`src/rtl/faller.sv`:
```
// Falling-block generator: spawns one block at a time, drops it on a divided tick,
// retires it on a catch and tracks misses. `FALLER_SPEEDUP_EN adds catch-based speedup.
module faller #(
    parameter int          DIV_W     = 18,
    parameter int          STEP      = 2,
    parameter int          FLOOR_Y   = 480,
    parameter int          SPAWN_Y   = 0,
    parameter int          GAP_TICKS = 32,
    parameter int          X_MIN     = 40,
    parameter int          MAX_MISS  = 3,
    parameter logic [15:0] SEED      = 16'hACE1
) (
    input  logic       clk,
    input  logic       rst,
    input  logic       pause,
    input  logic       collision,
    output logic [9:0] fall_x,
    output logic [9:0] fall_y,
    output logic [1:0] fall_color,
    output logic       active,
    output logic [1:0] misses,
    output logic [7:0] caught,
    output logic       game_over
);

    typedef enum logic [1:0] {
        ST_GAP  = 2'd0,
        ST_FALL = 2'd1,
        ST_OVER = 2'd2
    } state_t;

    localparam int GAP_W = (GAP_TICKS > 1) ? $clog2(GAP_TICKS) : 1;
    localparam logic [GAP_W-1:0] GAP_LAST  = GAP_W'(GAP_TICKS - 1);
    localparam logic [10:0]      FLOOR_LIM = 11'(FLOOR_Y);
    localparam logic [9:0]       HIDDEN_Y  = 10'h3FF;

    state_t             state;
    logic [GAP_W-1:0]   gap_cnt;
    logic [DIV_W-1:0]   div_cnt;
    logic [15:0]        lfsr;
    logic               lfsr_fb;
    logic               tick;
    logic [10:0]        step_amt;
    logic [10:0]        y_next;
    logic [2:0]         miss_next;
    logic [9:0]         spawn_x;
    logic [1:0]         spawn_color;

    assign tick    = (div_cnt == '0) && !pause;
    assign lfsr_fb = lfsr[15] ^ lfsr[13] ^ lfsr[12] ^ lfsr[10];

    always_comb begin
        step_amt = 11'(STEP);
`ifdef FALLER_SPEEDUP_EN
        // One extra pixel per four catches, capped at three extra.
        if (caught[7:2] >= 6'd3) begin
            step_amt = 11'(STEP + 3);
        end else begin
            step_amt = 11'(STEP) + {9'd0, caught[3:2]};
        end
`endif
    end

    assign y_next      = {1'b0, fall_y} + step_amt;
    assign miss_next   = {1'b0, misses} + 3'd1;
    assign spawn_x     = 10'(X_MIN) + {1'b0, lfsr[8:0]};
    assign spawn_color = (lfsr[10:9] == 2'b00) ? 2'b01 : lfsr[10:9];

    // The LFSR free-runs so spawn positions depend on how long play took.
    always_ff @(posedge clk or negedge rst) begin
        if (!rst) begin
            lfsr <= SEED;
        end else begin
            lfsr <= {lfsr[14:0], lfsr_fb};
        end
    end

    always_ff @(posedge clk or negedge rst) begin
        if (!rst) begin
            div_cnt <= '0;
        end else if (!pause) begin
            div_cnt <= div_cnt + 1'b1;
        end
    end

    always_ff @(posedge clk or negedge rst) begin
        if (!rst) begin
            state      <= ST_GAP;
            gap_cnt    <= '0;
            fall_x     <= '0;
            fall_y     <= HIDDEN_Y;
            fall_color <= '0;
            active     <= 1'b0;
            misses     <= '0;
            caught     <= '0;
            game_over  <= 1'b0;
        end else begin
            case (state)
                ST_GAP: begin
                    if (tick) begin
                        if (gap_cnt == GAP_LAST) begin
                            state      <= ST_FALL;
                            gap_cnt    <= '0;
                            fall_x     <= spawn_x;
                            fall_y     <= 10'(SPAWN_Y);
                            fall_color <= spawn_color;
                            active     <= 1'b1;
                        end else begin
                            gap_cnt <= gap_cnt + 1'b1;
                        end
                    end
                end

                ST_FALL: begin
                    // A catch wins over a tick landing in the same cycle.
                    if (collision) begin
                        if (caught != 8'hFF) begin
                            caught <= caught + 8'd1;
                        end
                        state      <= ST_GAP;
                        active     <= 1'b0;
                        fall_y     <= HIDDEN_Y;
                        fall_color <= '0;
                    end else if (tick) begin
                        if (y_next >= FLOOR_LIM) begin
                            misses     <= miss_next[1:0];
                            active     <= 1'b0;
                            fall_y     <= HIDDEN_Y;
                            fall_color <= '0;
                            if (miss_next == 3'(MAX_MISS)) begin
                                state     <= ST_OVER;
                                game_over <= 1'b1;
                            end else begin
                                state <= ST_GAP;
                            end
                        end else begin
                            fall_y <= y_next[9:0];
                        end
                    end
                end

                ST_OVER: begin
                    active     <= 1'b0;
                    fall_y     <= HIDDEN_Y;
                    fall_color <= '0;
                    game_over  <= 1'b1;
                end

                default: begin
                    state <= ST_GAP;
                end
            endcase
        end
    end

endmodule

```
`config.mk`:
```
export PLATFORM = sky130hd
export DESIGN_NAME = faller
export DESIGN_NICKNAME = d
export VERILOG_FILES = /design/src/rtl/faller.sv
export SDC_FILE = /design/constraint.sdc
export NUM_CORES = 1
export LEC_CHECK = 0
export CORE_MARGIN = 2
export CORE_UTILIZATION = 46
export CTS_BUF_LIST = sky130_fd_sc_hd__clkbuf_4
export CTS_CLUSTER_DIAMETER = 50
export CTS_CLUSTER_SIZE = 25
export DETAILED_ROUTE_END_ITERATION = 12
export PLACE_DENSITY_LB_ADDON = 0.2
export SLEW_MARGIN = 0
export SYNTH_ARGS = -nofsm -noshare
export SYNTH_HDL_FRONTEND = slang
export SYNTH_SLANG_ARGS = --single-unit
```
`constraint.sdc`:
```
create_clock -name clk -period 2.7 [get_ports clk]
set_input_delay 0.54 -clock clk [delete_from_list [all_inputs] [get_ports clk]]
set_output_delay 0.54 -clock clk [all_outputs]
set_load 0.03 [all_outputs]
```
Yosys cells after proc, flatten, opt, wreduce, memory -nomap -nowiden
Index checks and enable logic that the tools add are counted.
{"block": "op_classes", "reduce_logical": 15, "n_eq_ne": 13, "addsub": 6, "magnitude_cmp": 1, "mux": 32, "bitwise_logic": 5}
{"op": "10-bit two-way mux", "n": 5}
{"op": "10-bit case mux with 3 select lines", "n": 1}
{"op": "2-bit two-way mux", "n": 12}
{"op": "18-bit by 1-bit adder with 18-bit output (second input constant)", "n": 1}
{"op": "18-bit logical NOT", "n": 1}
{"op": "5-bit AND reduction", "n": 3}
{"op": "2-bit != test (second input constant)", "n": 6}
{"op": "2-bit case mux with 3 select lines", "n": 2}
{"op": "10-bit by 2-bit adder with 11-bit output (second input constant)", "n": 1}
{"op": "11-bit by 9-bit >= comparator with 1-bit output (second input constant)", "n": 1}
{"op": "6-bit by 9-bit adder with 10-bit output (first input constant)", "n": 1}
{"op": "1-bit two-way mux", "n": 9}
{"op": "8-bit by 1-bit adder with 8-bit output (second input constant)", "n": 1}
{"op": "8-bit != test (second input constant)", "n": 1}
{"op": "4-bit AND reduction", "n": 2}
{"op": "3-bit != test (second input constant)", "n": 2}
{"op": "3-bit AND reduction", "n": 2}
{"op": "5-bit by 1-bit adder with 5-bit output (second input constant)", "n": 1}
{"op": "5-bit equality test (second input constant)", "n": 1}
{"op": "5-bit two-way mux", "n": 1}
{"op": "2-bit logical NOT", "n": 2}
{"op": "2-bit by 1-bit adder with 3-bit output (second input constant)", "n": 1}
{"op": "3-bit by 2-bit equality test with 1-bit output (second input constant)", "n": 1}
{"op": "1-bit case mux with 3 select lines", "n": 1}
{"op": "10 further kinds", "n": 13}
{"block": "totals", "word_cells": 83, "out_inout_bits": 34, "input_bits": 4, "ff_bits": 75}

Longest topological paths before layout
Gate-level depths: netlist of run 1.
{"block": "depth", "ltp_word": 7, "ltp_mapped": 10}

Least setup slack after synthesis of run 1
No wires, ideal clock.
{"block": "synth_path", "path_kind": "register to register", "start": "reg fall_y[1]", "end": "reg fall_color[0]", "n_path_buf": 0, "path_slack_ns": 0.214, "t_arrival_ns": 2.361, "t_required_ns": 2.575, "stages_incl_launch_ff": 8, "cell_sequence": "dfstp_2 > ha_1 > nand2_1 > o21ai_1 > a311oi_2 > or4_4 > a221oi_4 > mux2_2"}
{"block": "synth_via", "elab_chain_len": 4}
{"item": "start, declared", "line_no": "18", "source": "output logic [9:0] fall_y,"}
{"item": "start signal, assigned", "line_no": "105", "source": "fall_y <= 10'(SPAWN_Y);"}
{"item": "start signal, assigned", "line_no": "137", "source": "fall_y <= y_next[9:0];"}
{"item": "10-bit by 2-bit adder with 11-bit output", "line_no": "64", "source": "assign y_next = {1'b0, fall_y} + step_amt;"}
{"item": "11-bit by 9-bit >= comparator with 1-bit output", "line_no": "125", "source": "if (y_next >= FLOOR_LIM) begin"}
{"item": "3-bit != test (no line)"}
{"item": "5-bit AND reduction (no line)"}
{"item": "end signal, assigned", "line_no": "106", "source": "fall_color <= spawn_color;"}
{"item": "end, declared", "line_no": "19", "source": "output logic [1:0] fall_color,"}
Every way passes these cells.
A chain may end at the register's enable or synchronous reset.

Worst setup path in the final report of run 1
Ends and elaborated chain as after synthesis.

==> flow_metrics.py, run 1 <==
metrics = {
    "sta": {
        "tightest_slew_ns": 0.758,
        "finClkSkew_ns": 0.0105,
        "hold_viol": 0,
        "fin_crit_sh_pct": 94.0,
        "fmax_mhz": 394,
        "drv_slew": 0,
        "tns_ns": 0,
        "finalSetupViolCount": 0,
        "layout_setup_ws_ns": 0.163,
        "rsz0062_at_grt": "false",
        "slew_headroom_pct": 49.5,
        "fin_crit_ns": 2.54,
    },
    "cells_and_area": {
        "nFillCells": 633,
        "drive_gt1_share_pct": 18.0,
        "syn_to_final_growth_pct": 22.1,
        "multiInputGateArea_sq_um": 1550,
        "num_antenna_cells": 0,
        "register_area_sq_um": 1900,
        "fin_nets": 399,
    },
    "route": {
        "wl_mm": 7.05,
        "vias": 2582,
        "postRouteAntennaNets": 0,
        "dr.pass1.iters": 4,
        "viasPerCell": 5.30,
        "post_drt_wl_per_cell_um": 14.5,
        "dr.first_iter.drc_count": 109,
        "drc_errors": 0,
    },
    "clock_tree": {
        "cts.sinks": 75,
        "clock_path_buffers": 2,
        "clkLatencyLatePin_ns": 0.43,
        "cts_tree": "built",
        "path_clk_slew_ns": 0.12,
        "h-tree-depth": 3,
        "root_buffer": "clkbuf_4",
        "cts_made_buffers": 9,
        "postCtsSetupRepairBufs": 0,
    },
    "yosys": {
        "ys_seq_area_share_pct": 53.8,
        "ys_top_cells_by_area": "dfrtp_1 40%, dfstp_2 13%, xnor2_1 5.2%",
        "synth-xor-area-share_pct": 8.43,
        "synthesis.area_per_instance_sq_um": 10.9,
        "synthTopCellsByCount": "57 x dfrtp_1, 36 x nand2_1, 24 x nand3_1, 21 x xnor2_1, 18 x dfstp_2",
        "ys.flop_type": "dfrtp_1",
        "synth_compound_area_share_pct": 9.56,
        "synth_top_family_by_area": "simple AND/OR/NAND/NOR gates",
        "synthDistinctLibCells": 48,
        "synth_top_area_share_pct": 40.4,
        "synth_edf_count": 0,
        "synthArstFlopShare_pct": 100,
        "yosysMostFrequentCell": "dfrtp_1",
        "yosysWarnings": 0,
        "yosys.area_share.simple_pct": 17.9,
        "syn_inst": 323,
        "synthMuxAreaShare_pct": 3.75,
        "synth_fa_ha_area_share_pct": 4.25,
        "syn-num-nets": 339,
        "yosys.area.top_type": "dfrtp_1",
        "synth_seq_cells": 75,
        "synth_area_sq_um": 3530,
    },
    "die": {
        "start_util_pct": 48.2,
        "die_x_um": 91.6,
        "design.core.area_sq_um": 7330,
        "die_area_sq_um": 8400,
        "die_y_um": 91.6,
        "rows": 31,
        "io_pins": 38,
    },
    "worst_setup_path": {
        "required_ns": 3.02,
        "start_kind": "register",
        "cp_max_fo": 8,
        "crit_path_end_kind": "register",
        "cp.arrival_ns": 2.85,
        "crit_type": "reg2reg",
    },
    "global_routing": {
        "grt_usage_pct": 19.1,
        "overflow": 0,
        "antenna_found_initial": 0,
        "first_global_vias": 2594,
        "grt_pass1_wl_mm": 12.7,
        "grt_max_degree": 34,
    },
    "place": {
        "pre_cts_slack_ns": -0.110,
        "portBuffers": 37,
        "globalplace.congestion": 0.819,
        "hpwl_mm": 5.07,
    },
    "power_and_ir_drop": {
        "p_total_mw": 3.89,
        "swShare_pct": 37.8,
        "pwr-share-comb_pct": 38.3,
        "power.density_nw_per_um2": 901,
        "p_clk_share_pct": 19.9,
        "max-vdd-ir-drop_uv": 500,
        "intPower_mw": 2.42,
        "power_frac_seq_pct": 41.9,
        "p_leak_nw": 1.97,
        "p_switching_mw": 1.47,
    },
    "run_status": {
        "status": "finished clean",
    },
    "flow_run": {
        "max_cap_viol_count": 0,
    },
    "hold_path": {
        "hold_class": "in2async",
    },
}
==> through the flow <==
stage | hold slack [ns] | instance area [sq um] | util, % | cells
after floorplan | 0.244 | 3530 | - | 323
after global placement | 0.342 | 4150 | 56.6 | 471
after detailed placement | 0.339 | 4150 | 56.6 | 471
after CTS | 0.170 | 4310 | 58.8 | 487
after global routing | 0.198 | 4310 | 58.8 | 487
final | 0.171 | 4310 | 58.8 | 487
==> layer usage <==
layer | vias up | global-route usage [%] | share of wire (%)
met1 | 1245 | 25.8 | 47
met4 | 0 | 6.31 | 1.4
met3 | 13 | 5.92 | 4.7
met2 | 57 | 29.4 | 47
li1 | 1267 | - | -
met5 | - | 0 | 0
==> registers in the layout (all words and copies together) (netlist names) <==
register,flops
fall_color,2
game_over,1
caught,8
active,1
fall_x,10
lfsr,16
fall_y,10
misses,2
state,2
div_cnt,18
gap_cnt,5
==> power by group through the flow <==
stage | Clock, mW | Sequential, mW | Combinational [mW]
3_5_place_dp | 0 | 1.64 | 1.49
6_report | 0.772 | 1.63 | 1.49
2_1_floorplan | 0 | 1.80 | 0.759
3_3_place_gp | 0 | 1.63 | 1.45
4_1_cts | 0.800 | 1.62 | 1.50
5_1_grt | 0.859 | 1.67 | 1.65
==> layout make-up <==
class                      count  area share (%)
tap                           99            2.87
timing repair buffer          55            12.2
sequential                    75            44.0
inverter                      14            1.22
multi-input combinational    228            36.0
clock buffer                   9            1.57
clock inverter                 7            2.15
==> critical path, stage by stage, from the launching register on <==
cell      delay [ns]
dfstp_2         0.64
ha_2            0.25
nand2_1         0.05
o21ai_1         0.09
a311oi_2        0.15
or4_4           0.53
a221oi_4        0.34
mux2_2          0.38
==> logic make-up (layout without fill, tap and decap cells) <==
| kind of cell | Yosys count | after routing |
|---|---|---|
| adders and majority gates | 12 | 12 |
| AOI/OAI and AO/OA | 49 | 49 |
| muxes | 12 | 12 |
| DFF | 75 | 75 |
| xor gates and xnor gates | 34 | 34 |
| and+or+nand+nor | 121 | 121 |
| buffers and inverters | 20 | 85 |
==> cells in the final DEF (no fill, tap or decap), types with 13 or more instances in the layout <==
cell and count:
buf_4 16, clkdlybuf4s50_1 36, dfrtp_1 57, dfstp_2 18, inv_1 14, nand2_1 36
nand3_1 24, nor2_1 17, o21ai_0 16, xnor2_1 21, xor2_1 13
==> path summary, 6_finish.rpt <==
path | startpoint | to | slack [ns] | cells past startpoint
min | rst | lfsr[12] | 0.17 | 1
min in group clk | lfsr[14] | lfsr[15] | 0.36 | 0
max reg2reg | fall_y[1] | fall_color[0] | 0.16 | 7
max | fall_y[1] | fall_color[0] | 0.16 | 7
max in group asynchronous | rst | lfsr[0] | 1.79 | 2
min reg2reg | lfsr[14] | lfsr[15] | 0.36 | 0
==> timing repair <==
action / CTS / global route
resized for setup: 0 / 1
hold buffers: 0 / 0
setup endpoints to repair: 0 / 3
(Power assumes the default switching activity.)
==> run 2, diff against run 1 <==
CTS_CLUSTER_DIAMETER = 150   (was 50)
==> results of run 2 <==
No change in the layout: final DEF, timing and power equal those of run 1.
